[config.mk]
export PLATFORM = sky130hd
export DESIGN_NAME = button_conditioner
export DESIGN_NICKNAME = d
export VERILOG_FILES = /design/src/rtl/button_conditioner.sv
export SDC_FILE = /design/constraint.sdc
export NUM_CORES = 1
export LEC_CHECK = 0
export ABC_AREA = 0
export BUFFER_PORTS_ARGS = -buffer_cell sky130_fd_sc_hd__buf_2
export CAP_MARGIN = 20
export CELL_PAD_IN_SITES_DETAIL_PLACEMENT = 0
export CELL_PAD_IN_SITES_GLOBAL_PLACEMENT = 1
export CORE_UTILIZATION = 44
export DETAILED_ROUTE_END_ITERATION = 10
export PLACE_DENSITY = 0.77
export SLEW_MARGIN = 20
export SYNTH_ARGS = -nofsm -noshare
export SYNTH_HDL_FRONTEND = slang
export SYNTH_SLANG_ARGS = --single-unit
[constraint.sdc]
create_clock -name Clk -period 2.1 [get_ports Clk]
set_input_delay 0.63 -clock Clk [delete_from_list [all_inputs] [get_ports Clk]]
set_output_delay 0.63 -clock Clk [all_outputs]
set_load 0.05 [all_outputs]
[src/rtl/button_conditioner.sv]
// Multi-channel push-button front end: synchroniser, debouncer, press/release edge pulses,
// hold detection and optional auto-repeat press pulses. Channels are fully independent.
module button_conditioner #(
    parameter int unsigned CHANNELS        = 2,
    parameter int unsigned SYNC_STAGES     = 2,
    parameter int unsigned DEBOUNCE_CYCLES = 500000,
    parameter int unsigned HOLD_CYCLES     = 25000000,
    parameter int unsigned REPEAT_CYCLES   = 5000000,
    parameter bit          ACTIVE_LOW      = 1'b1
) (
    input  logic                Clk,
    input  logic                Reset,
    input  logic [CHANNELS-1:0] btn_raw,
    input  logic [CHANNELS-1:0] repeat_en,
    output logic [CHANNELS-1:0] btn_level,
    output logic [CHANNELS-1:0] btn_press,
    output logic [CHANNELS-1:0] btn_release,
    output logic [CHANNELS-1:0] btn_held
);

    localparam int unsigned DebWidth  = $clog2(DEBOUNCE_CYCLES + 1);
    localparam int unsigned HoldWidth = $clog2(HOLD_CYCLES + REPEAT_CYCLES);

    localparam logic [DebWidth-1:0]  DebLast   = DebWidth'(DEBOUNCE_CYCLES - 1);
    localparam logic [HoldWidth-1:0] HoldStart = HoldWidth'(HOLD_CYCLES);
    localparam logic [HoldWidth-1:0] HoldMax   = HoldWidth'(HOLD_CYCLES + REPEAT_CYCLES - 1);
    localparam logic [CHANNELS-1:0]  IdleLevel = {CHANNELS{ACTIVE_LOW}};

    logic [CHANNELS-1:0] sync_q [SYNC_STAGES];
    logic [CHANNELS-1:0] pressed;

    always_ff @(posedge Clk or negedge Reset) begin
        if (!Reset) begin
            for (int i = 0; i < SYNC_STAGES; i++) begin
                sync_q[i] <= IdleLevel;
            end
        end else begin
            sync_q[0] <= btn_raw;
            for (int i = 1; i < SYNC_STAGES; i++) begin
                sync_q[i] <= sync_q[i-1];
            end
        end
    end

    // 1 = pressed, independent of the pin polarity
    assign pressed = sync_q[SYNC_STAGES-1] ^ IdleLevel;

    for (genvar g = 0; g < CHANNELS; g++) begin : g_chan
        logic [DebWidth-1:0]  deb_cnt_q, deb_cnt_d;
        logic [HoldWidth-1:0] hold_cnt_q, hold_cnt_d;
        logic                 level_q, level_d;
        logic                 prev_q;

        always_comb begin
            deb_cnt_d = deb_cnt_q;
            level_d   = level_q;
            if (pressed[g] == level_q) begin
                deb_cnt_d = '0;
            end else if (deb_cnt_q == DebLast) begin
                level_d   = ~level_q;
                deb_cnt_d = '0;
            end else begin
                deb_cnt_d = deb_cnt_q + DebWidth'(1);
            end
        end

        // Hold count equals the pressed-cycle index; after the first repeat window it cycles
        // HoldStart..HoldMax so it never wraps while the key stays down.
        always_comb begin
            hold_cnt_d = '0;
            if (level_d && level_q) begin
                if (hold_cnt_q == HoldMax) begin
                    hold_cnt_d = HoldStart;
                end else begin
                    hold_cnt_d = hold_cnt_q + HoldWidth'(1);
                end
            end
        end

        always_ff @(posedge Clk or negedge Reset) begin
            if (!Reset) begin
                deb_cnt_q  <= '0;
                hold_cnt_q <= '0;
                level_q    <= 1'b0;
                prev_q     <= 1'b0;
            end else begin
                deb_cnt_q  <= deb_cnt_d;
                hold_cnt_q <= hold_cnt_d;
                level_q    <= level_d;
                prev_q     <= level_q;
            end
        end

        // A hold count of exactly HoldStart marks both the first held cycle and every repeat
        assign btn_level[g]   = level_q;
        assign btn_press[g]   = (level_q & ~prev_q) | (repeat_en[g] & (hold_cnt_q == HoldStart));
        assign btn_release[g] = ~level_q & prev_q;
        assign btn_held[g]    = (hold_cnt_q >= HoldStart);
    end

endmodule

==> key figures, run 1 <==
Timing
  – Hold Violations, Final: 0
  – Relative slew slack: 65.21%
  – Least-Margin Pin Slew: 521.8 ps
  – Max Fclk: 0.4266 GHz
  – Final period util: 111.6%
  – # setup viols final: 4
  – RSZ-0062 raised after global routing: yes
  – Post-route minimum period: 2344 ps
  – Fin worst setup slack: -244.3 ps
  – Skew final: 10.64 ps
  – WHS: 318.2 ps
  – Max Slew Vio Count: 0

Cells and area
  – Finished Layout Cells: 777
  – FILL cells: 986
  – Commonest non-fill, non-tap cell in the layout: dfrtp_1
  – Layout area overhead: 23.81%
  – # nets final: 641
  – Most frequent cells in the layout: dfrtp_1, buf_4, nand3_1, nor2_1
  – Layout cells sized above 1: 23.97%
  – ANT cells: 0

Worst setup path
  – R2R Path End: g_chan[0].hold_cnt_q[15]$_DFF_PN0_
  – Critical R2R Launch: g_chan[0].hold_cnt_q[9]$_DFF_PN0_
  – Crit path from: g_chan[1].hold_cnt_q[17]$_DFF_PN0_
  – Critical path class: flip-flop to output port
  – CP max FO: 2
  – Critical path arrival: 1710 ps
  – Crit path to: btn_press[1]
  – Startpoint Class: flip-flop
  – Worst setup EP type: output port
  – Required @ worst endpoint: 1470 ps
  – Worst R2R Path Depth: 6
  – R2r setup slk: 60 ps

Pwr
  – Peak VDD IR: 0.8020 mV
  – Switching pwr: 0.0007857 W
  – Standby leakage power: 2.519 nW
  – Pwr Density: 594.5 nW/um^2
  – Sw frac: 20.47%
  – Pint: 0.003052 W
  – Sequential share of power: 48.9%
  – Comb pwr share: 2.1%
  – Clk network pwr share: 49.0%

Yosys
  – Cells after Synth: 551
  – Synth Net Count: 563
  – Top cell type's share of synthesized area: 44.16%
  – Number of synthesized flops with an enable pin: 0
  – FFs w/ async S/R, synth: 100.0%
  – Synth Area per Inst: 9.462 um^2
  – Top_reg_cell synth: dfrtp_1
  – Mapped cell area: 5214 um^2
  – Post-synth cell types: 57
  – #FFs+latches synth: 96
  – Ys Warns: 0
  – Register area share after synthesis: 46.17%
  – Synth top area cells: dfrtp_1, xnor2_1, nand3_1
  – Leading area contributor after synthesis: dfrtp_1

Route
  – DR WL/cell: 15.99 um
  – DR iter-0 viols: 352
  – Met2 wire length: 5947 um
  – First drt pass iteration count: 5
  – Met1 Wirelength: 5892 um
  – Highest Signal Layer: met4
  – Post-DRT Antenna Nets: 0
  – DR WL met3: 487 um
  – Final wirelength: 12430 um
  – Routed vias: 4518
  – Drt via density: 5.815
  – Drc violations: 0

Global route
  – Initial antenna violation count: 0
  – Vias in the first global route: 4278
  – Global-route wire length before repair: 21130 um
  – Largest net degree at the start of global routing: 97
  – Grt ovf: 0
  – Overall Global Routing Usage: 21.15%

Floorplanning
  – Die Y: 110.9 um
  – Die ar.: 12290 um^2
  – Num rows: 39
  – Starting Density: 45.47%
  – Io pins: 14
  – Area of the core: 11470 um^2
  – Die X: 110.9 um

Clock tree
  – H-tree depth: 3
  – Root buffer cell: clkbuf_16
  – TritonCTS clock tree: done
  – Clk buf depth: 2
  – TritonCTS Buffers: 9
  – Worst-path clk slew: 60 ps
  – CTS sink cnt: 96
  – Skew-Pair Late Insertion Delay: 350 ps

Placed design
  – Hpwl dp: 8032 um
  – Placed cells: 744
  – I/O Buffers: 13
  – Gpl congestion: 0.8338
  – Setup Slack @ Placement: -67.49 ps

Hold path
  – Hold crit path type: primary input to asynchronous set/reset pin

Outcome
  – Failing checks: setup timing
  – Status: finished with violations

Run
  – Max-Cap Viols: 0
[repair_timing]
action,in CTS,in global routing
buffers inserted,5,11
hold buffers,0,0
endpoints found under the setup margin,4,12
gates resized for setup,15,21
pin swaps,4,13
cloned,0,1
[worst max-delay path, stage by stage, from the launching register on]
cell and delay, ps:
dfrtp_1 380, nand4b_1 200, or3_4 370, o31ai_4 250, buf_6 180
[metal layers]
| layer | track usage [%] | up-vias |
|---|---|---|
| met5 | 0 | - |
| met4 | 5.689 | 0 |
| met3 | 4.757 | 8 |
| met2 | 33.58 | 93 |
| met1 | 29.14 | 2213 |
| li1 | - | 2204 |
[sequential cells by signal, summed over array words and instances (netlist names)]
signal / count
sync_q: 4
g_chan.prev_q: 2
g_chan.deb_cnt_q: 38
g_chan.level_q: 2
g_chan.hold_cnt_q: 50
[synthesized netlist by cell type (all sizes together), types with 4 or more instances]
library cell and number:
o31ai 14, ha 6, a31oi 6, nand3 44, or4 18, or3 21
nor4bb 4, and3 8, a211oi 6, nand4 22, buf 13, a21oi 27
xor2 18, o21ai 18, dfstp 4, dfrtp 92, nor4 18, xnor2 33
clkbuf 14, and4 9, nor3 32, nand2 33, inv 14, nor2 41
[worst min-delay path by stage]
stage / startpoint / to / cells after the start
global route: Reset / g_chan[1].hold_cnt_q[22]$_DFF_PN0_ / 2
finish: Reset / g_chan[1].hold_cnt_q[22]$_DFF_PN0_ / 2
floorplan: Reset / g_chan[0].deb_cnt_q[0]$_DFF_PN0_ / 0
CTS: Reset / g_chan[0].hold_cnt_q[7]$_DFF_PN0_ / 2
global placement: sync_q[2]$_DFF_PN1_ / sync_q[0]$_DFF_PN1_ / 0
detailed placement: sync_q[2]$_DFF_PN1_ / sync_q[0]$_DFF_PN1_ / 0
[final cells by class]
class / count / area (um^2) / area share (%)
Clock buffer: 11 / 232.7 / 3.605
Inverter: 14 / 52.55 / 0.8141
Clock inverter: 5 / 105.1 / 1.628
Timing Repair Buffer: 93 / 726.9 / 11.26
Tap cell: 143 / 178.9 / 2.772
Multi-Input combinational cell: 415 / 2745 / 42.53
Sequential cell: 96 / 2414 / 37.39
[cells by family after synthesis]
group | Yosys count | share of synthesized area (%)
flops | 96 | 46.17
mux | 2 | 0.4080
buf+inv | 41 | 3.863
xor+xnor | 51 | 8.567
simple gates | 274 | 29.69
fa+ha+maj | 6 | 1.440
compound gates | 81 | 9.864
[stage by stage]
| stage | TNS (ps) | util [%] | power (W) | area [um^2] |
|---|---|---|---|---|
| final | -700.9 | 56.29 | 0.003838 | 6455 |
| after global routing | -1044 | 56.29 | 0.003972 | 6455 |
| after CTS | -725.4 | 54.80 | 0.003881 | 6284 |
| after detailed placement | -67.49 | 51.01 | 0.001996 | 5849 |
| after global placement | -47.50 | 51.01 | 0.001994 | 5849 |
| after floorplan | -555.0 | - | 0.001939 | 5228 |
[power by group through the flow]
stage | combinational (W) | clock (W) | sequential, W
4_1_cts | 0.0000838 | 0.00192 | 0.00188
3_5_place_dp | 0.0000828 | 0 | 0.00191
6_report | 0.0000801 | 0.00188 | 0.00188
5_1_grt | 0.0000926 | 0.00200 | 0.00188
3_3_place_gp | 0.0000821 | 0 | 0.00191
2_1_floorplan | 0.0000289 | 0 | 0.00191
Note: power is estimated with default switching activity, not from simulation.
==> run 2, diff against run 1 <==
--- a/config.mk
+++ b/config.mk
@@ -6,13 +6,14 @@
 export NUM_CORES = 1
 export LEC_CHECK = 0
 export ABC_AREA = 0
-export BUFFER_PORTS_ARGS = -buffer_cell sky130_fd_sc_hd__buf_2
 export CAP_MARGIN = 20
 export CELL_PAD_IN_SITES_DETAIL_PLACEMENT = 0
 export CELL_PAD_IN_SITES_GLOBAL_PLACEMENT = 1
-export CORE_UTILIZATION = 44
+export CORE_UTILIZATION = 45
 export DETAILED_ROUTE_END_ITERATION = 10
-export PLACE_DENSITY = 0.77
+export DONT_BUFFER_PORTS = 1
+export PLACE_DENSITY = 0.78
+export SKIP_CTS_REPAIR_TIMING = 1
 export SLEW_MARGIN = 20
 export SYNTH_ARGS = -nofsm -noshare
 export SYNTH_HDL_FRONTEND = slang
==> run 2 against run 1 <==
The flow finishes with violations (hold timing, setup timing). Utilization up 0.20 points. Global-route usage about the same. Clock power shrank 15%. Power fell by 8.2%. Design area is 3.0% lower. Sequential cell count stayed put. Setup slack worse by 24 ps. Die area down 2.2%. Critical endpoint unchanged. Highest routed layer unchanged.
==> key figures, run 2 (synthesized netlist as in run 1, its figures left out) <==
Outcome
  – Status: finished with violations
  – Failing checks: hold timing, setup timing

Run
  – Max-Cap Viols: 0 (unchanged)

Cells and area
  – Most frequent cells in the layout: dfrtp_1, buf_4, nand3_1, nor2_1
  – ANT cells: 0 (unchanged)
  – FILL cells: 994 (+0.81%)
  – # nets final: 612 (-4.5%)
  – Max reg flops: 50 (unchanged)
  – Layout cells sized above 1: 20.66% (-3.3 points)
  – Top flop regs: g_chan.hold_cnt_q (50), g_chan.deb_cnt_q (38), sync_q (4)
  – Commonest non-fill, non-tap cell in the layout: dfrtp_1
  – Largest Register: g_chan.hold_cnt_q
  – Layout area overhead: 20.04%

Global route
  – Global-route wire length before repair: 19580 um (-7.3%)
  – Vias in the first global route: 4067 (-4.9%)
  – Overall Global Routing Usage: 21.18% (+0.032 points)
  – Largest net degree at the start of global routing: 97 (unchanged)
  – Grt ovf: 0 (unchanged)
  – Initial antenna violation count: 0 (unchanged)

Floorplanning
  – Starting Density: 47.06% (+1.6 points)
  – Io pins: 14 (unchanged)
  – Die X: 109.6 um (-1.1%)
  – Area of the core: 11080 um^2 (-3.4%)
  – Die Y: 109.6 um (-1.1%)
  – Num rows: 38 (-2.6%)
  – Die ar.: 12020 um^2 (-2.2%)

Timing
  – Post-route minimum period: 2368 ps (+24.14 ps)
  – WHS: -26.66 ps (-344.9 ps)
  – Final period util: 112.8% (+1.1 points)
  – Relative slew slack: 72.42% (+7.2 points)
  – Skew final: 8.941 ps (-1.699 ps)
  – Hold Violations, Final: 87 (+87)
  – Fin worst setup slack: -268.4 ps (-24.14 ps)
  – Max Fclk: 0.4222 GHz (-1.0%)
  – Max Slew Vio Count: 0 (unchanged)
  – Setup TNS: -873.1 ps (-172.2 ps)
  – RSZ-0062 raised after global routing: yes
  – Least-Margin Pin Slew: 409.9 ps (-111.9 ps)
  – # setup viols final: 4 (unchanged)

Clock tree
  – Root buffer cell: clkbuf_16
  – Worst-path clk slew: 70 ps (about the same)
  – TritonCTS clock tree: done
  – Clk buf depth: 2 (unchanged)
  – CTS sink cnt: 96 (unchanged)
  – Skew-Pair Late Insertion Delay: 350 ps (about the same)
  – H-tree depth: 3 (unchanged)
  – TritonCTS Buffers: 9 (unchanged)

Pwr
  – Sequential share of power: 53.3% (+4.4 points)
  – Clk network pwr share: 45.5% (-3.5 points)
  – Sw frac: 22.34% (+1.9 points)
  – Standby leakage power: 2.382 nW (-5.4%)
  – Pint: 0.002735 W (-10%)
  – Pwr Density: 562.6 nW/um^2 (-5.4%)
  – Comb pwr share: 1.2% (-0.9 points)
  – Peak VDD IR: 0.3347 mV (-58%)
  – Switching pwr: 0.0007868 W (+0.14%)

Worst setup path
  – Required @ worst endpoint: 1470 ps (about the same)
  – Worst R2R Path Depth: 6 (unchanged)
  – R2R Path End: g_chan[1].hold_cnt_q[21]$_DFF_PN0_
  – Worst setup EP type: output port
  – Crit path from: g_chan[1].hold_cnt_q[17]$_DFF_PN0_
  – Startpoint Class: flip-flop
  – Critical path arrival: 1740 ps (+30 ps)
  – Critical path class: flip-flop to output port
  – R2r setup slk: 0 ps (-60 ps)
  – Critical R2R Launch: g_chan[1].deb_cnt_q[9]$_DFF_PN0_
  – CP max FO: 3 (+1)

Route
  – Post-DRT Antenna Nets: 0 (unchanged)
  – Drc violations: 0 (unchanged)
  – DR WL/cell: 16.04 um (+0.33%)
  – Routed vias: 4347 (-3.8%)
  – DR iter-0 viols: 319 (-9.4%)
  – Final wirelength: 11950 um (-3.8%)
  – First drt pass iteration count: 4 (-1)
  – Drt via density: 5.835 (+0.35%)

Placed design
  – Setup Slack @ Placement: 29.75 ps (+97.24 ps)
  – I/O Buffers: 0 (-13)
  – Hpwl dp: 7995 um (-0.46%)
  – Gpl congestion: 0.8580 (+2.9%)

Hold path
  – Hold crit path type: primary input to asynchronous set/reset pin
## run 2: cell types whose count changed in the layout (fill, tap and decap cells not counted), moves of 2 or more
cell and delta:
bufinv_16 -3, clkbuf_16 +2, clkinv_4 +3, nand3_2 -2, buf_2 -8, clkbuf_1 -2
nand3_1 +2, clkinvlp_4 -2, buf_4 -24
## run 2: power by group through the flow
| stage | clock, W | sequential (W) | combinational (W) |
|---|---|---|---|
| after global routing | 0.00173 | 0.00188 | 0.0000485 |
| after detailed placement | 0 | 0.00191 | 0.0000423 |
| after global placement | 0 | 0.00191 | 0.0000412 |
| final | 0.00160 | 0.00188 | 0.0000422 |
| after CTS | 0.00166 | 0.00188 | 0.0000425 |
| after floorplan | 0 | 0.00191 | 0.0000289 |
## run 2: area by class of cell
cell class	count	area, um^2	share of cell area [%]
Multi-Input combinational cell	414	2739	43.76
Sequential cell	96	2414	38.56
Timing Repair Buffer	65	588.1	9.396
Clock buffer	10	239.0	3.818
Tap cell	140	175.2	2.799
Inverter	14	52.55	0.8397
Clock inverter	6	51.30	0.8197
## run 2: worst max-delay path: stages (launching register included)
cell      delay, ps
dfrtp_1         370
nand4b_1        160
or3_1           390
o31ai_4         300
buf_12          170
## run 2: metal layers
layer	routed length [um]	GRT usage [%]	up-vias
li1	-	-	2139
met1	5729	28.71	2117
met2	5678	33.60	82
met3	438	5.276	9
met4	108	6.095	0
met5	0	0	-
## run 2: worst max path at each step
stage / to / slack (ps) / depth (start not counted)
after global placement: btn_press[1] / 60 / 5
after CTS: btn_press[1] / -360 / 5
after floorplan: btn_press[0] / -230 / 4
after global routing: btn_press[1] / -370 / 7
final: btn_press[1] / -270 / 4
after detailed placement: btn_press[1] / 30 / 5
## run 2: through the flow
stage	utilization, %	area (um^2)	instances	total power, W
6_report	56.49	6259	745	0.003521
5_1_grt	56.49	6259	745	0.003661
4_1_cts	54.48	6036	738	0.003578
3_5_place_dp	51.86	5746	722	0.001954
3_3_place_gp	51.86	5746	722	0.001953
2_1_floorplan	-	5228	551	0.001939
